File: src/rtl/dt_est_pkg.sv
// Shared types and helpers for the multi-channel dT EMA estimator.
package dt_est_pkg;

  localparam int ALPHA_SHIFT = 8;
  localparam int DEF_W       = 8;
  localparam int DEF_FRAC    = 7;
  localparam int DEF_EW      = DEF_W + DEF_FRAC + 2;

  // Per-channel state; field widths follow the default W/FRAC.
  typedef struct packed {
    logic signed [DEF_W-1:0]  t_prev;
    logic signed [DEF_EW-1:0] ema;
    logic [3:0]               cnt;
    logic                     primed;
  } dt_state_t;

  function automatic logic signed [DEF_W-1:0] q_to_int_rtz(input logic signed [DEF_EW-1:0] q);
    logic signed [DEF_EW-1:0] biased;
    biased = q + (q[DEF_EW-1] ? DEF_EW'((1 << DEF_FRAC) - 1) : '0);
    return DEF_W'(biased >>> DEF_FRAC);
  endfunction

endpackage

File: src/rtl/dt_ema_core.sv
// Combinational EMA update for one primed sample: scaled delta, weighted
// blend with the previous EMA, symmetric clamp and integer conversion.
module dt_ema_core
  import dt_est_pkg::*;
#(
  parameter int W    = DEF_W,
  parameter int FRAC = DEF_FRAC,
  parameter int KMAX = 7,
  localparam int EW  = W + FRAC + 2
) (
  input  logic signed [W-1:0]  t,
  input  logic signed [W-1:0]  t_prev,
  input  logic signed [EW-1:0] ema,
  input  logic [7:0]           alpha,
  input  logic [7:0]           k_dt,
  input  logic [W-2:0]         d_max,
  output logic signed [EW-1:0] ema_nxt,
  output logic signed [W-1:0]  dt,
  output logic                 sat
);

  localparam int PW = EW + 9;

  logic signed [W:0]    delta;
  logic [7:0]           ksh;
  logic signed [EW-1:0] d;
  logic signed [EW-1:0] e;
  logic signed [EW-1:0] lim;
  logic signed [PW-1:0] w_new;
  logic signed [PW-1:0] w_old;
  logic signed [PW-1:0] acc;

  always_comb begin
    delta   = {t[W-1], t} - {t_prev[W-1], t_prev};
    ksh     = (k_dt > 8'(KMAX)) ? 8'(KMAX) : k_dt;
    d       = EW'(delta) <<< FRAC;
    d       = d >>> ksh;
    w_new   = PW'(alpha);
    w_old   = PW'(1 << ALPHA_SHIFT) - w_new;
    // Floor of the blend: arithmetic shift of a signed accumulator.
    acc     = PW'(ema) * w_old + PW'(d) * w_new;
    e       = EW'(acc >>> ALPHA_SHIFT);
    lim     = EW'(d_max) <<< FRAC;
    ema_nxt = e;
    sat     = 1'b0;
    if (e > lim) begin
      ema_nxt = lim;
      sat     = 1'b1;
    end else if (e < -lim) begin
      ema_nxt = -lim;
      sat     = 1'b1;
    end
    dt = q_to_int_rtz(ema_nxt);
  end

endmodule

File: src/rtl/dt_estimator_mc.sv
// Time-multiplexed dT EMA estimator: per-channel state array, valid/ready
// handshake with a single registered result stage, and warm-up tracking.
module dt_estimator_mc
  import dt_est_pkg::*;
#(
  parameter int N_CH   = 4,
  parameter int W      = DEF_W,
  parameter int FRAC   = DEF_FRAC,
  parameter int KMAX   = 7,
  parameter int WARMUP = 2,
  localparam int CH_W  = (N_CH > 1) ? $clog2(N_CH) : 1,
  localparam int EW    = W + FRAC + 2
) (
  input  logic                clk,
  input  logic                rst,
  input  logic [7:0]          alpha,
  input  logic [7:0]          k_dt,
  input  logic [W-2:0]        d_max,
  input  logic [N_CH-1:0]     init_mask,
  input  logic                s_valid,
  output logic                s_ready,
  input  logic [CH_W-1:0]     s_ch,
  input  logic signed [W-1:0] s_T,
  output logic                m_valid,
  input  logic                m_ready,
  output logic [CH_W-1:0]     m_ch,
  output logic signed [W-1:0] m_dT,
  output logic                m_sat,
  output logic                m_dt_valid
);

  dt_state_t st [N_CH];
  dt_state_t rd;
  dt_state_t nxt;

  logic [(1<<CH_W)-1:0] ch_ok;
  logic                 ch_in;
  logic [CH_W-1:0]      rd_idx;
  logic                 accept;
  logic                 init_hit;
  logic                 prime;
  logic [3:0]           cnt_inc;
  logic signed [EW-1:0] core_ema;
  logic signed [W-1:0]  core_dt;
  logic                 core_sat;
  logic signed [W-1:0]  o_dt;
  logic                 o_sat;
  logic                 o_dtv;

  // Channel indices past N_CH are accepted but produce nothing.
  for (genvar g = 0; g < (1 << CH_W); g++) begin : g_ch_ok
    assign ch_ok[g] = (g < N_CH);
  end

  assign s_ready  = !m_valid || m_ready;
  assign accept   = s_valid && s_ready;
  assign ch_in    = ch_ok[s_ch];
  assign rd_idx   = ch_in ? s_ch : '0;
  assign rd       = st[rd_idx];
  assign init_hit = init_mask[rd_idx];

  dt_ema_core #(
    .W    (W),
    .FRAC (FRAC),
    .KMAX (KMAX)
  ) u_core (
    .t       (s_T),
    .t_prev  (rd.t_prev),
    .ema     (rd.ema),
    .alpha   (alpha),
    .k_dt    (k_dt),
    .d_max   (d_max),
    .ema_nxt (core_ema),
    .dt      (core_dt),
    .sat     (core_sat)
  );

  always_comb begin
    prime   = !rd.primed || init_hit;
    cnt_inc = (rd.cnt >= 4'(WARMUP)) ? 4'(WARMUP) : rd.cnt + 4'd1;
    nxt     = '{t_prev: s_T, ema: core_ema, cnt: cnt_inc, primed: 1'b1};
    o_dt    = core_dt;
    o_sat   = core_sat;
    o_dtv   = (cnt_inc >= 4'(WARMUP));
    if (prime) begin
      nxt   = '{t_prev: s_T, ema: '0, cnt: 4'd1, primed: 1'b1};
      o_dt  = '0;
      o_sat = 1'b0;
      o_dtv = (WARMUP <= 1);
    end
  end

  // State stage: an accepted sample on channel i outranks a bare init on i
  // because nxt already folds the init into a priming update.
  always_ff @(posedge clk) begin
    for (int i = 0; i < N_CH; i++) begin
      if (rst) begin
        st[i] <= '0;
      end else if (accept && ch_in && rd_idx == CH_W'(i)) begin
        st[i] <= nxt;
      end else if (init_mask[i]) begin
        st[i] <= '0;
      end
    end
  end

  // Result stage
  always_ff @(posedge clk) begin
    if (rst) begin
      m_valid    <= 1'b0;
      m_ch       <= '0;
      m_dT       <= '0;
      m_sat      <= 1'b0;
      m_dt_valid <= 1'b0;
    end else if (accept) begin
      m_valid <= ch_in;
      if (ch_in) begin
        m_ch       <= s_ch;
        m_dT       <= o_dt;
        m_sat      <= o_sat;
        m_dt_valid <= o_dtv;
      end
    end else if (m_ready) begin
      m_valid <= 1'b0;
    end
  end

endmodule

File: config.mk
export PLATFORM = sky130hd
export DESIGN_NAME = dt_estimator_mc
export DESIGN_NICKNAME = d
export VERILOG_FILES = /design/src/rtl/dt_est_pkg.sv /design/src/rtl/dt_ema_core.sv /design/src/rtl/dt_estimator_mc.sv
export SDC_FILE = /design/constraint.sdc
export NUM_CORES = 1
export LEC_CHECK = 0
export ABC_CLOCK_PERIOD_IN_PS = 44900
export CAP_MARGIN = 25
export CORE_ASPECT_RATIO = 1.1
export CORE_MARGIN = 1.5
export CORE_UTILIZATION = 55
export DETAILED_ROUTE_END_ITERATION = 12
export PLACE_DENSITY = 0.77
export SKIP_CTS_REPAIR_TIMING = 1
export SYNTH_ARGS = -nofsm -noshare
export SYNTH_HDL_FRONTEND = slang
export SYNTH_SLANG_ARGS = --single-unit
File: constraint.sdc
create_clock -name clk -period 44.9 [get_ports clk]
set_input_delay 13.47 -clock clk [delete_from_list [all_inputs] [get_ports clk]]
set_output_delay 13.47 -clock clk [all_outputs]
set_load 0.03 [all_outputs]
==> impl_metrics.env <==
export IMPL_outcome="finished clean"
export IMPL_path_class="in2out"
export IMPL_n_antenna_cell=0
export IMPL_slowest_delay_ns=0.72
export IMPL_fmax_mhz=35.3
export IMPL_cts_buffer_depth=2
export IMPL_firstDrtPassIters=7
export IMPL_crit_family="buffers and inverters"
export IMPL_core_area_sq_um=32200
export IMPL_portBuffers=54
export IMPL_slew_viol_final=0
export IMPL_setup_ws_ns=16.56
export IMPL_cp_num_buf_inv=2
export IMPL_grtUsageTotal_pct=27.6
export IMPL_finalInstanceArea_sq_um=19500
export IMPL_gr_total_overflow=0
export IMPL_h_tree_depth=4
export IMPL_period_minus_slack_ns=28.34
export IMPL_nNetsFinal=2311
export IMPL_drtAntennaViolNets=0
export IMPL_post_drt_wl_per_cell_um=19.2
export IMPL_cts_tree="done"
export IMPL_setup_violations=0
export IMPL_synth_flop_cell="edfxtp_1"
export IMPL_critPathLaunchType="input pin"
export IMPL_syn_mean_instance_area_sq_um=9.64
export IMPL_r2r_start="st[3][24]"
export IMPL_crit_fanout=7
export IMPL_gp_congestion=1.00
export IMPL_yosysTopAreaCell="fa_1"
export IMPL_drt_iter0_markers=1001
export IMPL_hold_violations=0
export IMPL_die_area_sq_um=33700
export IMPL_arrival_ns=14.87
export IMPL_period_share_pct=63.1
export IMPL_drive_above_1_share_pct=6.33
export IMPL_cts_buffers=17
export IMPL_ios=55
export IMPL_hold_path_startpoint="m_dT[3]"
export IMPL_relSlewSlack_pct=30.3
export IMPL_yosysWarnings=0
export IMPL_dpl_hpwl_um=35800
export IMPL_cpMaxStageDelayCell="clkdlybuf4s50_1"
export IMPL_path_clk_slew_ns=0.06
export IMPL_hp_class="reg2reg"
export IMPL_clock_sinks=133
export IMPL_mostFrequentLayoutCell="inv_1"
export IMPL_ys_seq_area_share_pct=21.6
export IMPL_dpl_worst_slack_ns=16.58
export IMPL_vias_per_cell=5.73
export IMPL_synth_edf_count=120
export IMPL_grt_start_max_net_pins=49
export IMPL_synth_async_reset_ratio_pct=0
export IMPL_grt_pass1_vias=13907
export IMPL_syn2layout_area_growth_pct=8.50
export IMPL_critPathRequiredTime_ns=31.43
export IMPL_crit_top_cell="clkdlybuf4s50_1"
export IMPL_clk_latency_ns=0.42
export IMPL_antenna_found_initial=1
export IMPL_nFillCells=2610
export IMPL_cp_startpoint="m_ready"
export IMPL_layout_common_cells="inv_1, fa_1, nand2_1"
export IMPL_drv_cap=0
export IMPL_core_rowCount=69
export IMPL_dpl_cell_area_sq_um=18800
export IMPL_vias=13310
export IMPL_grt_setup_unrepaired="false"
export IMPL_fin_setup_tns_ns=0
export IMPL_yosys_top_cells_area="fa_1, edfxtp_1, ha_1"
export IMPL_synth_area_sq_um=17900
export IMPL_drc=0
export IMPL_worstPathCellList="clkdlybuf4s50_1 -> nand2b_1 -> clkdlybuf4s50_1"
export IMPL_tightestPinTransition_ns=1.04
export IMPL_grt_pass1_wl_um=71800
export IMPL_ys_ff_latch=133
export IMPL_die_h_um=192
export IMPL_yosys_cell_types_count=88
export IMPL_yosysTopAreaCellShare_pct=29.6
export IMPL_die_x_um=175
export IMPL_synthCells=1859
export IMPL_routed_wl_um=44500
export IMPL_cts_root_buf="clkbuf_16"
export IMPL_finClkSkew_ns=0.0112
export IMPL_endpoint_kind="output pin"
export IMPL_start_util_pct=55.7
-- worst register-to-register path, delay by kind of cell, from the launching register on --
| kind | cells | cell delay (ns) |
|---|---|---|
| and+or+nand+nor | 14 | 2.40 |
| buffers and inverters | 5 | 0.39 |
| xor gates and xnor gates | 1 | 0.41 |
| muxes | 4 | 1.68 |
| AOI/OAI and AO/OA | 17 | 4.44 |
| DFF | 1 | 0.37 |
| adders and majority gates | 10 | 4.31 |
-- per-layer routing --
layer	routed length, um	share of wire [%]	global-route usage, %
met3	2860	6.4	3.03
met2	21900	49	47.7
met4	1900	4.3	12.0
met5	0	0	0
met1	17900	40	35.3
-- worst paths after layout --
check                  to  slack (ns)  cells after the start
setup / recovery  s_ready       16.56                      3
hold reg to reg   m_dT[3]        0.45                      2
hold / removal    m_dT[3]        0.45                      2
setup reg to reg  m_dT[5]       30.75                     51
-- sequential cells by signal, indices dropped and copies added, names as in the netlist --
| signal | count |
|---|---|
| m_ch | 2 |
| m_dT | 8 |
| m_dt_valid | 1 |
| m_sat | 1 |
| m_valid | 1 |
| st | 120 |
-- stage by stage --
step                hold slack [ns]  util [%]  std cells
global route                  0.486      60.4       2322
global placement              0.443      58.5       2290
CTS                           0.461      60.4       2322
finish                        0.452      60.4       2322
floorplan                     0.569         -       1862
detailed placement            0.452      58.5       2290
-- final cells by class --
| class | instances | area, sq um | share of cell area, % |
|---|---|---|---|
| Sequential cell | 133 | 3860 | 19.9 |
| Timing Repair Buffer | 70 | 651 | 3.34 |
| Inverter | 353 | 1330 | 6.81 |
| Tap cell | 426 | 533 | 2.74 |
| Multi-Input combinational cell | 1308 | 12500 | 64.1 |
| Clock inverter | 15 | 181 | 0.933 |
| Clock buffer | 17 | 425 | 2.19 |
-- synth_stat cells (23+ instances only) --
cell / instances
a21oi_1: 33
and2_1: 91
clkbuf_1: 54
edfxtp_1: 120
fa_1: 265
ha_1: 122
inv_1: 351
mux4_2: 24
nand2_1: 216
nor2_1: 177
nor2b_1: 23
nor3_1: 25
o21ai_0: 29
xnor2_1: 40
-- cell families after synthesis --
group           share of synthesized area (%)
simple gates                             16.3
buf+inv                                  9.03
fa+ha+maj                                38.1
compound gates                           7.48
flops                                    21.6
mux                                      4.82
xor+xnor                                 2.68
other cells                            0.0209
Power is left out: the tool's default activity adds up to more than one toggle a clock period on the data nets, which glitch-free logic cannot reach.
